**src/rtl/font_rom_arbiter_pkg.sv**
```systemverilog
// Shared font/game constants and ROM tag types for the font ROM arbiter.
// Used by font_rom_arbiter (optional stats build: FONT_ROM_ARB_STATS_EN).
package font_rom_arbiter_pkg;

    localparam int FONT_W         = 8;
    localparam int FONT_H         = 16;
    localparam int ADDR_W         = 10;
    localparam int FONT_LINESHIFT = 4;
    localparam int CNT_W          = 10;

    typedef enum logic [1:0] {
        TAG_NONE = 2'd0,
        TAG_PRI  = 2'd1,
        TAG_SEC  = 2'd2
    } e_rom_tag_kind;

    typedef struct packed {
        e_rom_tag_kind      kind;
        logic [CNT_W-1:0]   idx;
    } st_rom_tag;

    localparam int TAG_W = $bits(st_rom_tag);

    typedef enum logic [1:0] {
        ST_IDLE  = 2'd0,
        ST_RUN   = 2'd1,
        ST_DRAIN = 2'd2,
        ST_DONE  = 2'd3
    } e_arb_state;

    function automatic st_rom_tag mk_tag(input e_rom_tag_kind kind, input logic [CNT_W-1:0] idx);
        st_rom_tag t;
        t.kind = kind;
        t.idx  = idx;
        return t;
    endfunction

endpackage

```
**src/rtl/font_rom_arbiter_rom_tag_pipe.sv**
```systemverilog
// ROM_LAT-deep tag shift register tracking which requester owns each ROM read in flight.
// Reports whether any secondary read is still outstanding.
module font_rom_arbiter_rom_tag_pipe
    import font_rom_arbiter_pkg::*;
#(
    parameter int DEPTH = 1
) (
    input  logic             clk_sys,
    input  logic             rst_b,
    input  logic [TAG_W-1:0] tag_i,
    output logic [TAG_W-1:0] tag_o,
    output logic             sec_inflight_o
);

    st_rom_tag pipe_q [DEPTH];

    always_ff @(posedge clk_sys or negedge rst_b) begin
        if (!rst_b) begin
            for (int i = 0; i < DEPTH; i++) begin
                pipe_q[i] <= mk_tag(TAG_NONE, '0);
            end
        end else begin
            pipe_q[0] <= st_rom_tag'(tag_i);
            for (int i = 1; i < DEPTH; i++) begin
                pipe_q[i] <= pipe_q[i-1];
            end
        end
    end

    always_comb begin
        sec_inflight_o = 1'b0;
        for (int i = 0; i < DEPTH; i++) begin
            if (pipe_q[i].kind == TAG_SEC) begin
                sec_inflight_o = 1'b1;
            end
        end
    end

    assign tag_o = pipe_q[DEPTH-1];

endmodule

```
**src/rtl/font_rom_arbiter.sv**
```systemverilog
// Font ROM arbiter: fixed-latency primary glyph fetch with idle-slot secondary bursts.
// Optional preemption counter output stall_cnt_o when FONT_ROM_ARB_STATS_EN is defined.
//
// state    | meaning
// ST_IDLE  | no burst; waiting for s_start
// ST_RUN   | issuing burst words in slots the renderer leaves free
// ST_DRAIN | all words issued; waiting for secondary reads to return
// ST_DONE  | one-cycle s_done pulse, then back to idle
module font_rom_arbiter
    import font_rom_arbiter_pkg::*;
#(
    parameter int ADDR_W  = 10,
    parameter int FONT_W  = 8,
    parameter int ROM_LAT = 1,
    parameter int CNT_W   = 10
) (
    input  logic              clk_sys,
    input  logic              rst_b,
    output logic              rom_clk_o,
    output logic [ADDR_W-1:0] rom_addr_o,
    input  logic [FONT_W-1:0] rom_q_i,
    input  logic              p_req_i,
    input  logic [ADDR_W-1:0] p_addr_i,
    output logic [FONT_W-1:0] p_q_o,
    output logic              p_valid_o,
    input  logic              s_start_i,
    input  logic [ADDR_W-1:0] s_base_i,
    input  logic [CNT_W-1:0]  s_count_i,
    output logic [FONT_W-1:0] s_data_o,
    output logic [CNT_W-1:0]  s_idx_o,
    output logic              s_valid_o,
    output logic              s_busy_o,
    output logic              s_done_o
`ifdef FONT_ROM_ARB_STATS_EN
   ,output logic [15:0]       stall_cnt_o
`endif
);

    e_arb_state        state_q, state_d;
    logic [ADDR_W-1:0] ptr_q, ptr_d;
    logic [CNT_W-1:0]  rem_q, rem_d;
    logic [CNT_W-1:0]  idx_q, idx_d;
    logic [ADDR_W-1:0] last_addr_q;
    logic [FONT_W-1:0] p_q_q, s_data_q;
    logic [CNT_W-1:0]  s_idx_q;
    logic              p_valid_q, s_valid_q;
    logic              sec_issue, start_ok, sec_inflight;
    st_rom_tag         tag_push, tag_out;
    logic [TAG_W-1:0]  tag_out_bits;

    assign rom_clk_o = clk_sys;

    always_comb begin
        state_d   = state_q;
        ptr_d     = ptr_q;
        rem_d     = rem_q;
        idx_d     = idx_q;
        sec_issue = 1'b0;
        start_ok  = 1'b0;
        case (state_q)
            ST_IDLE: begin
                if (s_start_i) begin
                    start_ok = 1'b1;
                    if (s_count_i != '0) begin
                        ptr_d   = s_base_i;
                        rem_d   = s_count_i;
                        idx_d   = '0;
                        state_d = ST_RUN;
                    end else begin
                        state_d = ST_DONE;
                    end
                end
            end
            ST_RUN: begin
                // renderer owns the slot whenever it asks; the burst just waits
                if (!p_req_i) begin
                    sec_issue = 1'b1;
                    ptr_d     = ptr_q + ADDR_W'(1);
                    idx_d     = idx_q + CNT_W'(1);
                    rem_d     = rem_q - CNT_W'(1);
                    if (rem_q == CNT_W'(1)) begin
                        state_d = ST_DRAIN;
                    end
                end
            end
            ST_DRAIN: begin
                if (!sec_inflight) begin
                    state_d = ST_DONE;
                end
            end
            ST_DONE: begin
                state_d = ST_IDLE;
            end
            default: begin
                state_d = ST_IDLE;
            end
        endcase
    end

    always_comb begin
        rom_addr_o = last_addr_q;
        tag_push   = mk_tag(TAG_NONE, '0);
        if (p_req_i) begin
            rom_addr_o = p_addr_i;
            tag_push   = mk_tag(TAG_PRI, '0);
        end else if (sec_issue) begin
            rom_addr_o = ptr_q;
            tag_push   = mk_tag(TAG_SEC, idx_q);
        end
    end

    font_rom_arbiter_rom_tag_pipe #(
        .DEPTH (ROM_LAT)
    ) u_tag_pipe (
        .clk_sys        (clk_sys),
        .rst_b          (rst_b),
        .tag_i          (tag_push),
        .tag_o          (tag_out_bits),
        .sec_inflight_o (sec_inflight)
    );

    assign tag_out = st_rom_tag'(tag_out_bits);

    always_ff @(posedge clk_sys or negedge rst_b) begin
        if (!rst_b) begin
            state_q     <= ST_IDLE;
            ptr_q       <= '0;
            rem_q       <= '0;
            idx_q       <= '0;
            last_addr_q <= '0;
            p_q_q       <= '0;
            p_valid_q   <= 1'b0;
            s_data_q    <= '0;
            s_idx_q     <= '0;
            s_valid_q   <= 1'b0;
        end else begin
            state_q     <= state_d;
            ptr_q       <= ptr_d;
            rem_q       <= rem_d;
            idx_q       <= idx_d;
            last_addr_q <= rom_addr_o;
            p_valid_q   <= (tag_out.kind == TAG_PRI);
            s_valid_q   <= (tag_out.kind == TAG_SEC);
            if (tag_out.kind == TAG_PRI) begin
                p_q_q <= rom_q_i;
            end
            if (tag_out.kind == TAG_SEC) begin
                s_data_q <= rom_q_i;
                s_idx_q  <= tag_out.idx;
            end
        end
    end

    assign p_q_o     = p_q_q;
    assign p_valid_o = p_valid_q;
    assign s_data_o  = s_data_q;
    assign s_idx_o   = s_idx_q;
    assign s_valid_o = s_valid_q;
    assign s_busy_o  = (state_q == ST_RUN) || (state_q == ST_DRAIN);
    assign s_done_o  = (state_q == ST_DONE);

`ifdef FONT_ROM_ARB_STATS_EN
    logic [15:0] stall_cnt_q;

    always_ff @(posedge clk_sys or negedge rst_b) begin
        if (!rst_b) begin
            stall_cnt_q <= '0;
        end else if (start_ok) begin
            stall_cnt_q <= '0;
        end else if ((state_q == ST_RUN) && p_req_i && (stall_cnt_q != 16'hFFFF)) begin
            stall_cnt_q <= stall_cnt_q + 16'd1;
        end
    end

    assign stall_cnt_o = stall_cnt_q;
`endif

endmodule

```
**config.mk**
```make
export PLATFORM = sky130hd
export DESIGN_NAME = font_rom_arbiter
export DESIGN_NICKNAME = d
export VERILOG_FILES = /design/src/rtl/font_rom_arbiter_pkg.sv /design/src/rtl/font_rom_arbiter_rom_tag_pipe.sv /design/src/rtl/font_rom_arbiter.sv
export SDC_FILE = /design/constraint.sdc
export NUM_CORES = 1
export LEC_CHECK = 0
export CORE_MARGIN = 2
export CORE_UTILIZATION = 40
export DETAILED_ROUTE_END_ITERATION = 7
export GPL_TIMING_DRIVEN = 0
export SKIP_LAST_GASP = 1
export SLEW_MARGIN = 20
export SYNTH_ARGS = -nofsm -noshare
export SYNTH_HDL_FRONTEND = slang
export SYNTH_SLANG_ARGS = --single-unit
```
**constraint.sdc**
```tcl
create_clock -name clk_sys -period 2.51 [get_ports clk_sys]
set_input_delay 0.502 -clock clk_sys [delete_from_list [all_inputs] [get_ports clk_sys]]
set_output_delay 0.502 -clock clk_sys [all_outputs]
set_load 0.03 [all_outputs]
```
# ---- Word level (Yosys, flattened, before mapping)
# Cells that the tools add are included.
dict set report classes {
  add_sub_neg 3
  n_eq_ne 11
  muxes 25
  reduce_logical 6
}
# operator n
set op_table {}
lappend op_table {{two-way mux 10 bit} 11}
lappend op_table {{one-hot mux 10 bit (2 select lines)} 3}
lappend op_table {{two-way mux 12 bit} 2}
lappend op_table {{adder 10 x 1 -> 10 bit, second input constant} 2}
lappend op_table {{equality test 10 x 1 -> 1 bit, second input constant} 1}
lappend op_table {{two-way mux 2 bit} 5}
lappend op_table {{inequality test 2 bit, second input constant} 5}
lappend op_table {{nonzero test 10 bit} 1}
lappend op_table {{subtractor 10 x 1 -> 10 bit, second input constant} 1}
lappend op_table {{one-hot mux 2 bit (4 select lines)} 1}
lappend op_table {{AND reduction 4 bit} 2}
lappend op_table {{equality test 2 bit, second input constant} 3}
lappend op_table {{equality test 2 x 1 -> 1 bit, second input constant} 2}
lappend op_table {{two-way mux 1 bit} 3}
lappend op_table {{logical NOT 2 bit} 1}
lappend op_table {{nonzero test 2 bit} 1}
lappend op_table {{logical OR 1 bit} 1}
dict set report totals {
  reg_bits 82
  input_bits 42
  out_inout_bits 41
}

# ---- Depth between registers and ports, before layout
dict set report depth {
  ltp_word 4
  depth_mapped 9
}

# ---- Hierarchy
# From an unflattened synthesis, not the netlist that was laid out.
dict set report hier_totals {
  hier_cells 352
  hier_area_um2 3823.7
}
# mod instances cells_each area_per_inst_um2 seq_area_each_um2
set by_module_without_submodules {}
lappend by_module_without_submodules {font_rom_arbiter 1 339 3509.6 1751.7}
lappend by_module_without_submodules {font_rom_arbiter_rom_tag_pipe 1 13 314.1 300.3}

==> results.json <==
{
  "yosys.area.top_type": "dfrtp_1",
  "routed_wl_mm": 10.9,
  "yosysSeqAreaShare_pct": 49.5,
  "first_pass_iters": 4,
  "dp_cells": 643,
  "worstSetupEndpoint": "rom_addr_o[4]",
  "pin_count": 83,
  "final_cells": 668,
  "die_w_um": 106,
  "clk_pin_slew_ps": 90,
  "p_leak_uw": 0.00241,
  "synthTopCellsByArea": "dfrtp_1 49%, nand2_1 7.9%, o21ai_0 3.5%",
  "path_max_fanout": 10,
  "syn-cell-area_mm2": 0.00415,
  "postRouteAntennaNets": 0,
  "rr_endpoint": "idx_q[4]$_DFFE_PN0P_",
  "relSlewSlack_pct": 57.5,
  "core_mm2": 0.0102,
  "r2r_start": "state_q[1]$_DFFE_PN0P_",
  "tritoncts": "built",
  "dieArea_mm2": 0.0112,
  "drive_above_1_share_pct": 14.8,
  "final_nets": 578,
  "criticalPathCategory": "flip-flop to output port",
  "synth_top_area_share_pct": 49.5,
  "reg2reg_depth": 10,
  "drv_slew": 0,
  "synth_flop_cell": "dfrtp_1",
  "hold_viol": 0,
  "setup-violations-final": 0,
  "io_buffers": 82,
  "worstMarginPinSlew_ps": 637,
  "hold_ws_ps": 2.96,
  "ir_worst_vdd_v": 0.000441,
  "hold_class": "input pin to asynchronous set/reset pin",
  "grt_max_degree": 46,
  "crit_required_ps": 2010,
  "totalPowerFinal_uw": 6820,
  "critPathCaptureType": "output port",
  "holdBufCountCts": 0,
  "post-place-ws_ps": -666,
  "synth.avg_cell_area_um2": 9.78,
  "start_util_pct": 40.7,
  "syn_nets": 475,
  "hpwlAfterDp_mm": 7.55,
  "rsz0062_at_grt": "true",
  "vias": 3598,
  "fmaxAchievable_mhz": 408,
  "period_share_pct": 97.5,
  "num_antenna_cells": 0,
  "worstSetupStartpointType": "flip-flop",
  "vias_per_cell": 5.39,
  "synthCells": 424,
  "antenna_found_initial": 0,
  "ys_warn_count": 0,
  "skew_ps": 8.59,
  "drtIter0Drc": 208,
  "synth_seq_cells": 82,
  "area_growth_pct": 33.1,
  "overflow": 0,
  "status": "finished, final reports clean",
  "drc": 0,
  "post_drt_wl_per_cell_um": 16.3,
  "power_density_mw_per_mm2": 1240,
  "r2r_slack_ps": 350,
  "worstPathArrival_ps": 1950,
  "period_needed_ps": 2450,
  "max_cap_viol_count": 0,
  "place_congestion": 0.862,
  "dieHeight_um": 106,
  "worstSetupStartpoint": "state_q[0]$_DFFE_PN0P_",
  "synth_cell_types": 56,
  "async_reset_ff_share_pct": 100,
  "grt_pass1_wl_mm": 18.0,
  "synth_edf_count": 0,
  "setup_slack_ps": 61.6,
  "clk_latency_ps": 470,
  "rows": 37,
  "grt_pass1_vias": 3704,
  "grtUsageTotal_pct": 20.6
}
## kinds of logic (layout without fill, tap and decap cells)
group | count (synthesis) | after routing | share of synthesized area (%)
AND/OR/NAND/NOR | 174 | 174 | 20.3
AO/OA/AOI/OAI | 101 | 101 | 16.7
flip-flops | 82 | 82 | 49.5
buffers and inverters | 38 | 146 | 5.76
multiplexers | 20 | 20 | 5.07
adder cells (fa/ha/maj) | 9 | 9 | 2.71
## metrics by stage
| step | util, % | area, um2 | TNS (ps) |
|---|---|---|---|
| 2_1_floorplan | - | 4150 | 0 |
| 3_3_place_gp | 50.5 | 5140 | -175370 |
| 3_5_place_dp | 50.7 | 5160 | -4630 |
| 4_1_cts | 53.6 | 5460 | -2.16 |
| 5_1_grt | 54.2 | 5520 | -52.2 |
| 6_report | 54.2 | 5520 | 0 |
## area by class of cell
type	count	area, um2
Fill cell	920	4660
Sequential cell	82	2050
Multi-Input combinational cell	304	1870
Timing Repair Buffer	89	881
Buffer	26	224
Clock buffer	14	188
Tap cell	136	170
Clock inverter	6	90.1
Inverter	11	45.0
## sequential cells by signal, summed over array words and instances, names as in the netlist
register,flops
u_tag_pipe.tag_o,12
idx_q,10
last_addr_q,10
ptr_q,10
rem_q,10
s_idx_o,10
p_q_o,8
s_data_o,8
state_q,2
p_valid_o,1
s_valid_o,1
## cell usage after synthesis (7+ instances only)
library cell	count
mux2i_1	12
clkbuf_1	7
and2_1	12
inv_1	11
nor2_1	17
nand3_1	13
o21ai_0	29
mux2_2	8
dfrtp_1	82
nand2_1	87
nand4_1	9
o31ai_1	8
o221ai_1	7
a31oi_1	8
ha_1	9
a21oi_1	10
o41ai_1	7
## routing by layer
layer	vias to the layer above	global-route usage (%)	wire (um)
met4	0	10.8	217
met5	-	0	0
met3	16	3.40	489
met2	113	34.3	5340
li1	1739	-	-
met1	1730	25.7	4860
## report_power, final
part | internal [uW] | total [uW] | switching, uW
registers | 1760 | 2140 | 381
logic | 1480 | 3390 | 1910
clock network | 724 | 1290 | 564
## what timing repair did
action | in CTS | in global routing
hold endpoints to repair | 0 | 0
setup buffers | 4 | 2
pin swaps | 0 | 1
cloned | 0 | 1
setup endpoints to repair | 11 | 11
gates resized for setup | 78 | 11
## how the worst min path moves through the flow
stage                                   from                 endpoint
6_report                               rst_b   s_idx_o[4]$_DFFE_PN0N_
5_1_grt                                rst_b  s_data_o[1]$_DFFE_PN0N_
4_1_cts                                rst_b     idx_q[8]$_DFFE_PN0P_
3_5_place_dp   u_tag_pipe.tag_o[5]$_DFF_PN0_   s_idx_o[5]$_DFFE_PN0N_
3_3_place_gp   u_tag_pipe.tag_o[1]$_DFF_PN0_   s_idx_o[1]$_DFFE_PN0N_
2_1_floorplan                          rst_b     idx_q[0]$_DFFE_PN0P_
## worst max-delay path, stage by stage, from the launching register on
cell	delay (ps)
dfrtp_2	450
ha_4	190
buf_8	140
buf_12	140
mux2i_1	110
o21ai_0	240
buf_4	210
## cells in the final DEF (no fill, tap or decap), types with 3 or more instances in the layout
cell             instances
a211oi_1                 6
a21oi_1                 10
a31o_2                   3
a31oi_1                  8
and2_1                  12
and3_1                   3
buf_2                    5
buf_4                   19
buf_6                    3
clkbuf_1                 5
clkbuf_8                16
clkdlybuf4s50_1         69
dfrtp_1                 81
ha_1                     8
inv_1                    9
mux2_2                   8
mux2i_1                 12
nand2_1                 87
nand2b_1                 6
nand3_1                 13
nand4_1                  9
nor2_1                  17
nor3_1                   6
o21ai_0                 24
o21ai_1                  5
o221ai_1                 7
o31ai_1                  8
o32ai_1                  4
o41ai_1                  7
or4_1                    4
(Power assumes the default switching activity.)
